$ cat src/rtl/fetch_pkg.sv
`default_nettype none
// ============================================================================
// Module   : fetch_pkg
// Brief    : Shared types and constants for the instruction fetch controller.
// Revision : 1.0  initial release
// ============================================================================
package fetch_pkg;

  // Fetch sequencer states
  typedef enum logic [1:0] {
    BOOT  = 2'd0,
    RUN   = 2'd1,
    HOLD  = 2'd2,
    FLUSH = 2'd3
  } fetch_state_t;

  // Instruction progMem substitutes when flush or hold is asserted (addi x0,x0,0)
  localparam logic [31:0] NOP_INSTR = 32'h0000_0013;

  // Byte distance between consecutive instructions
  localparam logic [31:0] PC_STEP = 32'd4;

  // Mask that keeps an address word-aligned and inside the program memory
  function automatic logic [31:0] word_mask(input int unsigned mem_bytes);
    return (32'(mem_bytes) - 32'd1) & ~32'd3;
  endfunction

endpackage
`default_nettype wire

$ cat src/rtl/fetch_pc_reg.sv
`default_nettype none
// ============================================================================
// Module   : fetch_pc_reg
// Brief    : Fetch PC register with next-PC mux and word-align / wrap mask.
// Revision : 1.0  initial release
// ============================================================================
module fetch_pc_reg
  import fetch_pkg::*;
#(
  parameter logic [31:0] RESET_PC  = 32'h0,
  parameter int unsigned MEM_BYTES = 256
) (
  input  logic        Clock,
  input  logic        nReset,
  input  logic        load_target,
  input  logic        advance,
  input  logic [31:0] redirect_pc,
  output logic [31:0] pc,
  output logic        misaligned
);

  // Clearing bits [1:0] together with the size mask aligns and wraps in one step
  localparam logic [31:0] ADDR_MASK = word_mask(MEM_BYTES);

  logic [31:0] pc_d;
  logic [31:0] pc_q;

  // Next-PC select: redirect target beats sequential advance; otherwise hold
  always_comb begin
    pc_d = pc_q;
    if (load_target) begin
      pc_d = redirect_pc & ADDR_MASK;
    end else if (advance) begin
      pc_d = (pc_q + PC_STEP) & ADDR_MASK;
    end
  end

  // PC register, synchronous active-low reset
  always_ff @(posedge Clock) begin
    if (!nReset) begin
      pc_q <= RESET_PC;
    end else begin
      pc_q <= pc_d;
    end
  end

  assign pc         = pc_q;
  assign misaligned = |redirect_pc[1:0];

endmodule
`default_nettype wire

$ cat src/rtl/fetch_ctrl.sv
`default_nettype none
// ============================================================================
// Module   : fetch_ctrl
// Brief    : Fetch sequencer for progMem: owns the PC, drives flush/hold and
//            tags the registered progMem output with valid + PC.
// Revision : 1.0  initial release
// ============================================================================
module fetch_ctrl
  import fetch_pkg::*;
#(
  parameter logic [31:0] RESET_PC     = 32'h0,
  parameter int unsigned MEM_BYTES    = 256,
  parameter int unsigned FLUSH_CYCLES = 1
) (
  input  logic        Clock,
  input  logic        nReset,
  input  logic        stall,
  input  logic        redirect,
  input  logic [31:0] redirect_pc,
  output logic [31:0] PC,
  output logic        flush,
  output logic        hold,
  output logic        if_valid,
  output logic [31:0] if_pc,
  output logic        misalign,
  output logic [15:0] stall_cnt
);

  // Counter only needs to hold FLUSH_CYCLES-1
  localparam int CNT_W = (FLUSH_CYCLES > 1) ? $clog2(FLUSH_CYCLES) : 1;
  localparam logic [CNT_W-1:0] FLUSH_RELOAD = CNT_W'(FLUSH_CYCLES - 1);
  localparam logic [CNT_W-1:0] CNT_ONE      = CNT_W'(1);

  fetch_state_t     state_q,     state_d;
  logic [CNT_W-1:0] flush_cnt_q, flush_cnt_d;
  logic [15:0]      stall_cnt_q, stall_cnt_d;
  logic             if_valid_q,  if_valid_d;
  logic [31:0]      if_pc_q,     if_pc_d;
  logic             misalign_q,  misalign_d;

  logic             w_load_target;
  logic             w_advance;
  logic             w_misaligned;
  logic [31:0]      w_pc;

  fetch_pc_reg #(
    .RESET_PC  (RESET_PC),
    .MEM_BYTES (MEM_BYTES)
  ) u_pc_reg (
    .Clock       (Clock),
    .nReset      (nReset),
    .load_target (w_load_target),
    .advance     (w_advance),
    .redirect_pc (redirect_pc),
    .pc          (w_pc),
    .misaligned  (w_misaligned)
  );

  // Next-state, PC control and flush/hold; redirect overrides every state
  always_comb begin
    state_d       = state_q;
    flush_cnt_d   = flush_cnt_q;
    stall_cnt_d   = stall_cnt_q;
    w_load_target = 1'b0;
    w_advance     = 1'b0;

    flush = (state_q == BOOT) | (state_q == FLUSH) | redirect;
    hold  = stall & ~flush;

    if (redirect) begin
      w_load_target = 1'b1;
      if (FLUSH_CYCLES == 1) begin
        state_d     = RUN;
        flush_cnt_d = '0;
      end else begin
        state_d     = FLUSH;
        flush_cnt_d = FLUSH_RELOAD;
      end
    end else begin
      case (state_q)
        BOOT: begin
          // The BOOT fetch is flushed, so RESET_PC is fetched again in RUN
          state_d = RUN;
        end
        RUN: begin
          if (stall) begin
            state_d = HOLD;
          end else begin
            w_advance = 1'b1;
          end
        end
        HOLD: begin
          if (stall_cnt_q != 16'hFFFF) begin
            stall_cnt_d = stall_cnt_q + 16'd1;
          end
          // On release the fetch this cycle is real, so move past it
          if (!stall) begin
            state_d   = RUN;
            w_advance = 1'b1;
          end
        end
        FLUSH: begin
          if (flush_cnt_q <= CNT_ONE) begin
            state_d     = RUN;
            flush_cnt_d = '0;
          end else begin
            flush_cnt_d = flush_cnt_q - CNT_ONE;
          end
        end
        default: begin
          state_d = BOOT;
        end
      endcase
    end
  end

  // Downstream tag mirrors progMem's one-cycle registered latency
  always_comb begin
    if_valid_d = ~flush & ~hold;
    if_pc_d    = w_pc;
    misalign_d = redirect & w_misaligned;
  end

  // State, counters and output tags; reset discards any pending flush count
  always_ff @(posedge Clock) begin
    if (!nReset) begin
      state_q     <= BOOT;
      flush_cnt_q <= '0;
      stall_cnt_q <= '0;
      if_valid_q  <= 1'b0;
      if_pc_q     <= '0;
      misalign_q  <= 1'b0;
    end else begin
      state_q     <= state_d;
      flush_cnt_q <= flush_cnt_d;
      stall_cnt_q <= stall_cnt_d;
      if_valid_q  <= if_valid_d;
      if_pc_q     <= if_pc_d;
      misalign_q  <= misalign_d;
    end
  end

  assign PC        = w_pc;
  assign if_valid  = if_valid_q;
  assign if_pc     = if_pc_q;
  assign misalign  = misalign_q;
  assign stall_cnt = stall_cnt_q;

endmodule
`default_nettype wire

$ cat config.mk
export PLATFORM = sky130hd
export DESIGN_NAME = fetch_ctrl
export DESIGN_NICKNAME = d
export VERILOG_FILES = /design/src/rtl/fetch_pkg.sv /design/src/rtl/fetch_pc_reg.sv /design/src/rtl/fetch_ctrl.sv
export SDC_FILE = /design/constraint.sdc
export NUM_CORES = 1
export LEC_CHECK = 0
export ABC_AREA = 1
export CORE_AREA = 2 2 89 91
export CTS_CLUSTER_DIAMETER = 40
export DETAILED_ROUTE_END_ITERATION = 10
export DIE_AREA = 0 0 91 93
export SLEW_MARGIN = 20
export SYNTH_ARGS = -nofsm -noshare
export SYNTH_HDL_FRONTEND = slang
export SYNTH_SLANG_ARGS = --single-unit
$ cat constraint.sdc
create_clock -name Clock -period 1.55 [get_ports Clock]
set_input_delay 0.31 -clock Clock [delete_from_list [all_inputs] [get_ports Clock]]
set_output_delay 0.31 -clock Clock [all_outputs]
set_load 0.02 [all_outputs]
### Word-level counts from Yosys, hierarchy flattened

Index checks and enable logic that the tools add are counted.

* flip-flop bits (word level): 33
* output and inout port bits: 84
* logic and storage cells: 51

* $add $sub $neg: 3
* $lt $le $gt $ge: 1
* equal/unequal tests: 10
* mux-type cells: 12
* bitwise logic cells: 9
* reduce and logical (&&, ||, !) cells: 8

Operators by type and width (number)
* $add 16x1->16 const B: 1
* $mux 8: 2
* $ne 16x16->1 const B: 1
* $reduce_and 3->1: 3
* $add 8x3->8 const B: 1
* $pmux 2 s4: 1
* $mux 1: 6
* $mux 2: 3
* $ne 3x3->1 const B: 2
* $reduce_or 2->1: 3
* $eq 2x2->1 const B: 2
* $ne 2x2->1 const B: 2
* $not 1->1: 4
* $and 1x1->1: 3
* $ne 3x2->1 const B: 1
* $eq 2x1->1 const B: 1
* $logic_not 2->1: 1
* $ne 2x1->1 const B: 1
* $or 1x1->1: 2
* $reduce_bool 2->1: 1
* $le 1x1->1 const B: 1
* $sub 1x1->1 const B: 1

### Logic depth before layout (Yosys ltp)

* depth in word-level cells: 7
* depth in mapped cells: 11
* gate-level depth less buffers: 10

### Hierarchy

A second synthesis with hierarchy kept.

* cell total of the unflattened synthesis: 375
* area, all modules: 2673.8 µm²

Modules (own cells, without submodules)
* fetch_ctrl: times used 1, cells an instance 295, area an instance 2132.0 µm², seq. area each 1041.0 µm²
* fetch_pc_reg: times used 1, cells an instance 80, area an instance 541.8 µm², seq. area each 120.1 µm²

### Worst setup path before layout

No wires, ideal clock.

* path kind: register to output
* from: reg state_q[0]
* to: out hold
* data arrival time: 1.332 ns
* data required time: 1.240 ns
* setup slack: -0.092 ns
* cell stages (with the launch flop): 5
* path buffers: 0
* path through: dfxtp_1 -> inv_1 -> ha_1 -> or2_2 -> nor2_1

* longest elaborated chain between the ends: 5
* elaborated cells between the ends (all ways): 6
* those cells by class: eq/ne (1); bitwise (4); reduce/logical (1)

Ends and longest elaborated chain
* from (decl): line fetch_ctrl.sv:34 `fetch_state_t state_q, state_d;`
* from (signal assigned): line fetch_ctrl.sv:134 `state_q <= state_d;`
* $eq 2x2->1 or $logic_not 2->1 (tied branches): line fetch_ctrl.sv:67 `flush = (state_q == BOOT) | (state_q == FLUSH) | redirect;`
* $or 1x1->1 * (2 in series): line fetch_ctrl.sv:67
* via flush: line fetch_ctrl.sv:21 `output logic flush,`
* $not 1->1 *: line fetch_ctrl.sv:68 `hold = stall & ~flush;`
* $and 1x1->1 *: line fetch_ctrl.sv:68
* to (decl): line fetch_ctrl.sv:22 `output logic hold,`

Mark *: on every way through the listed nets, which the timed path passes. The rest lies on a longest branch.

### Worst setup path in the final report

* from: reg state_q[1]
* to: out flush

* longest elaborated chain between the ends: 3
* elaborated cells between the ends (all ways): 4
* those cells by class: eq/ne (1); bitwise (2); reduce/logical (1)

Ends and longest elaborated chain (line)
* $eq 2x2->1 or $logic_not 2->1 (tied branches): fetch_ctrl.sv:67
* $or 1x1->1 * (2 in series): fetch_ctrl.sv:67
* to (decl): fetch_ctrl.sv:21

Every way passes the cells marked *; elsewhere a longest branch is shown, timed or not.

==> metrics.md <==
| Metric | Value |
|---|---|
| Status | `finished, violations left` |
| Failing checks | `negative setup slack` |
| Final Util | `36.2%` |
| Number of global-route vias before repair | `1720` |
| Starting Density | `28.0%` |
| Die area | `8460 µm²` |
| Most frequent cells in the layout | `nand2_1 (66), conb_1 (52), inv_1 (33)` |
| Crit start category | `flop` |
| Iter 0 DRT Violations | `between 50 and 60` |
| CP Data Required Time | `1.24 ns` |
| CTS tree | `yes` |
| Setup Fix Bufs, Post-CTS | `0` |
| # H-tree levels | `2` |
| Max Cap Viol | `0` |
| TritonCTS buffer count | `5` |
| Adder-Cell Fraction of Synth Area | `2.37%` |
| Max VDD drop | `316 µV` |
| Setup WS pre-CTS | `-0.483 ns` |
| Logic gate share of total power | `a little over 20%` |
| Complex-gate fraction of the synthesized area | `5.46%` |
| Clock Latency Late Sink | `0.28 ns` |
| Cell Area, Synth | `between 2000 and 2500 µm²` |
| Number of core rows | `32` |
| Top-area cell type share of the netlist area | `approximately 30%` |
| First-pass GRT wire length | `7470 µm` |
| Post-detail-place hpwl | `3470 µm` |
| Crit-path slowest cell | `dfxtp_2` |
| DP Cell Count | `457` |
| Warnings, synthesis | `0` |
| CTS hold repair buffers | `0` |
| Fin. max-slew vios | `0` |
| Total congestion overflow | `0` |
| Commonest non-fill, non-tap cell in the layout | `nand2_1` |
| Clock power share | `a little over a third` |
| Skew final | `roughly 0.0094 ns` |
| PD cells | `slightly above 700 nW/µm²` |
| Psw | `583 µW` |
| Critical Path AT | `1.34 ns` |
| Vias per cell | `3.99` |
| Aggregate global-route resource usage | `10.7%` |
| I/O Buffers | `43` |
| Post-synthesis register bit count | `32` |
| Fmax | `0.607 GHz` |
| Die Height | `just over 90 µm` |
| Synth area leader | `dfxtp_1` |
| Sw Ratio | `30.2%` |
| Post-Syn Area per Cell | `7.05 µm²` |
| Final setup margin | `-0.0978 ns` |
| Post-route ant nets | `0` |
| Largest family of logic cells by synthesized area | `simple AND/OR/NAND/NOR gates` |
| Area Overhead vs Synth | `29.3%` |
| Setup TNS | `-0.174 ns` |
| Final Net Count | `about 400` |
| Pint | `1350 µW` |
| Synth area leaders | `dfxtp_1 (30%), buf_4 (19%), nand2_1 (12%)` |
| Simple-gate area share of the yosys netlist | `between 30% and 40%` |
| Post-Layout Cell Count | `about 470` |
| Layout cells sized above 1 | `around a fifth` |
| Clock Pin Slew Worst Setup and Hold Paths | `0.07 ns` |
| Clock Root Buffer | `clkbuf_8` |
| Hold Path Class | `reg2reg` |
| Initial antenna violation count | `0` |
| Post-synthesis mux area share | `0%` |
| Core area | `7530 µm²` |
| Die W | `91 µm` |
| Critical path class | `reg2out` |
| # setup viols final | `2` |
| Clock sink count | `32` |
| Worst path max stage delay | `0.34 ns` |
| Crit path cell chain | `ha_4 -> or2_4 -> buf_6 -> buf_6` |
| Distinct cells, synth | `29` |
| Largest net degree at the start of global routing | `24` |
| Drt first pass iters | `4` |
| Buffer depth of the longest clock path | `2` |
| Mapped Cells | `299` |
| DR vias | `approximately 1900` |
| RSZ-0062 raised after global routing | `true` |
| DR WL/cell | `9.63 µm` |
| Leakage | `0.00135 µW` |
| N_diodes | `0` |
| Reg power frac | `44.5%` |
| Crit end category | `output port` |
| Io pins | `120` |
| Critical Path Fanout Max | `2` |
| DR DRC count | `0` |
| Synth Area in XOR/XNOR | `1.25%` |
| Final Critical Period | `1.65 ns` |
| Total wire length after detailed routing | `4480 µm` |
| Placer Congestion | `0.826` |
| Final Hold Vio Count | `0` |
| Hold slack | `between 0.4 and 0.5 ns` |
| Period utilization | `106%` |
| Sequential area share after synthesis | `30.4%` |
| Cell mode on critical path | `buf_6` |
## registers in the layout, summed over array words and instances (netlist names)
| register | count |
|---|---|
| misalign | 1 |
| if_pc | 6 |
| if_valid | 1 |
| state_q | 2 |
| u_pc_reg.pc | 6 |
| stall_cnt | 16 |
## path summary, 6_finish.rpt
kind,from,end,slack [ns],cells past startpoint
worst min-delay path,u_pc_reg.pc[7],if_pc[7],0.48,2
worst max-delay path,state_q[1],flush,-0.1,4
worst min register to register,u_pc_reg.pc[7],if_pc[7],0.48,2
worst max register to register,state_q[1],u_pc_reg.pc[2],0.03,8
## critical path: cells and delay by family, from the launching register on
kind | cells | cell delay, ns
flops | 1 | 0.34
buf+inv | 2 | 0.24
simple gates | 1 | 0.24
fa+ha+maj | 1 | 0.24
## area by class of cell
class                   count  area [µm²]
well taps                 102         128
flip-flops and latches     32         648
clock buffers               8        90.1
fillers                   854        4800
repair buffers             62         581
multi-input cells         224        1140
inverters                  37         139
## cell families after synthesis
group                      after synthesis
AOI/OAI and AO/OA                       21
xor gates and xnor gates                 3
adders and majority gates                4
buffers and inverters                   94
DFF                                     32
other                                    1
and+or+nand+nor                        144
## synth_stat cells (all sizes together)
| master | number |
|---|---|
| nand4 | 2 |
| buf | 57 |
| nor2 | 44 |
| inv | 36 |
| xnor2 | 1 |
| clkinv | 1 |
| ha | 4 |
| a31oi | 2 |
| conb | 1 |
| nand2 | 70 |
| xor2 | 2 |
| nor3 | 6 |
| nand3 | 19 |
| a32oi | 1 |
| a2111oi | 1 |
| nor4 | 1 |
| a21oi | 14 |
| o21ai | 3 |
| or2 | 2 |
| dfxtp | 32 |
## metal layers
layer | vias to the layer above | routed length [µm] | track usage (%)
met1 | 843 | 1930 | 12.7
met2 | 66 | 2170 | 18.3
met3 | 5 | 351 | 3.63
met5 | - | 0 | 0
met4 | 0 | 27 | 3.16
li1 | 940 | - | -
## metrics by stage
stage / cell area (µm²) / power (µW)
after floorplan: 2300 / 1220
after global placement: 2590 / 1270
after detailed placement: 2590 / 1270
after CTS: 2670 / 1950
after global routing: 2730 / 2020
final: 2730 / 1930
## timing repair
action | 4_1_cts | 5_1_grt
gates resized for setup | 37 | 14
setup endpoints to repair | 25 | 25
pin swaps | 1 | 2
## power by group through the flow
stage | sequential (µW) | combinational, µW | clock [µW]
final | 860 | 396 | 675
after global routing | 864 | 431 | 726
after CTS | 862 | 392 | 693
after detailed placement | 880 | 391 | 0
after global placement | 879 | 386 | 0
after floorplan | 912 | 312 | 0
No activity file was read; power rests on OpenSTA's default activity.
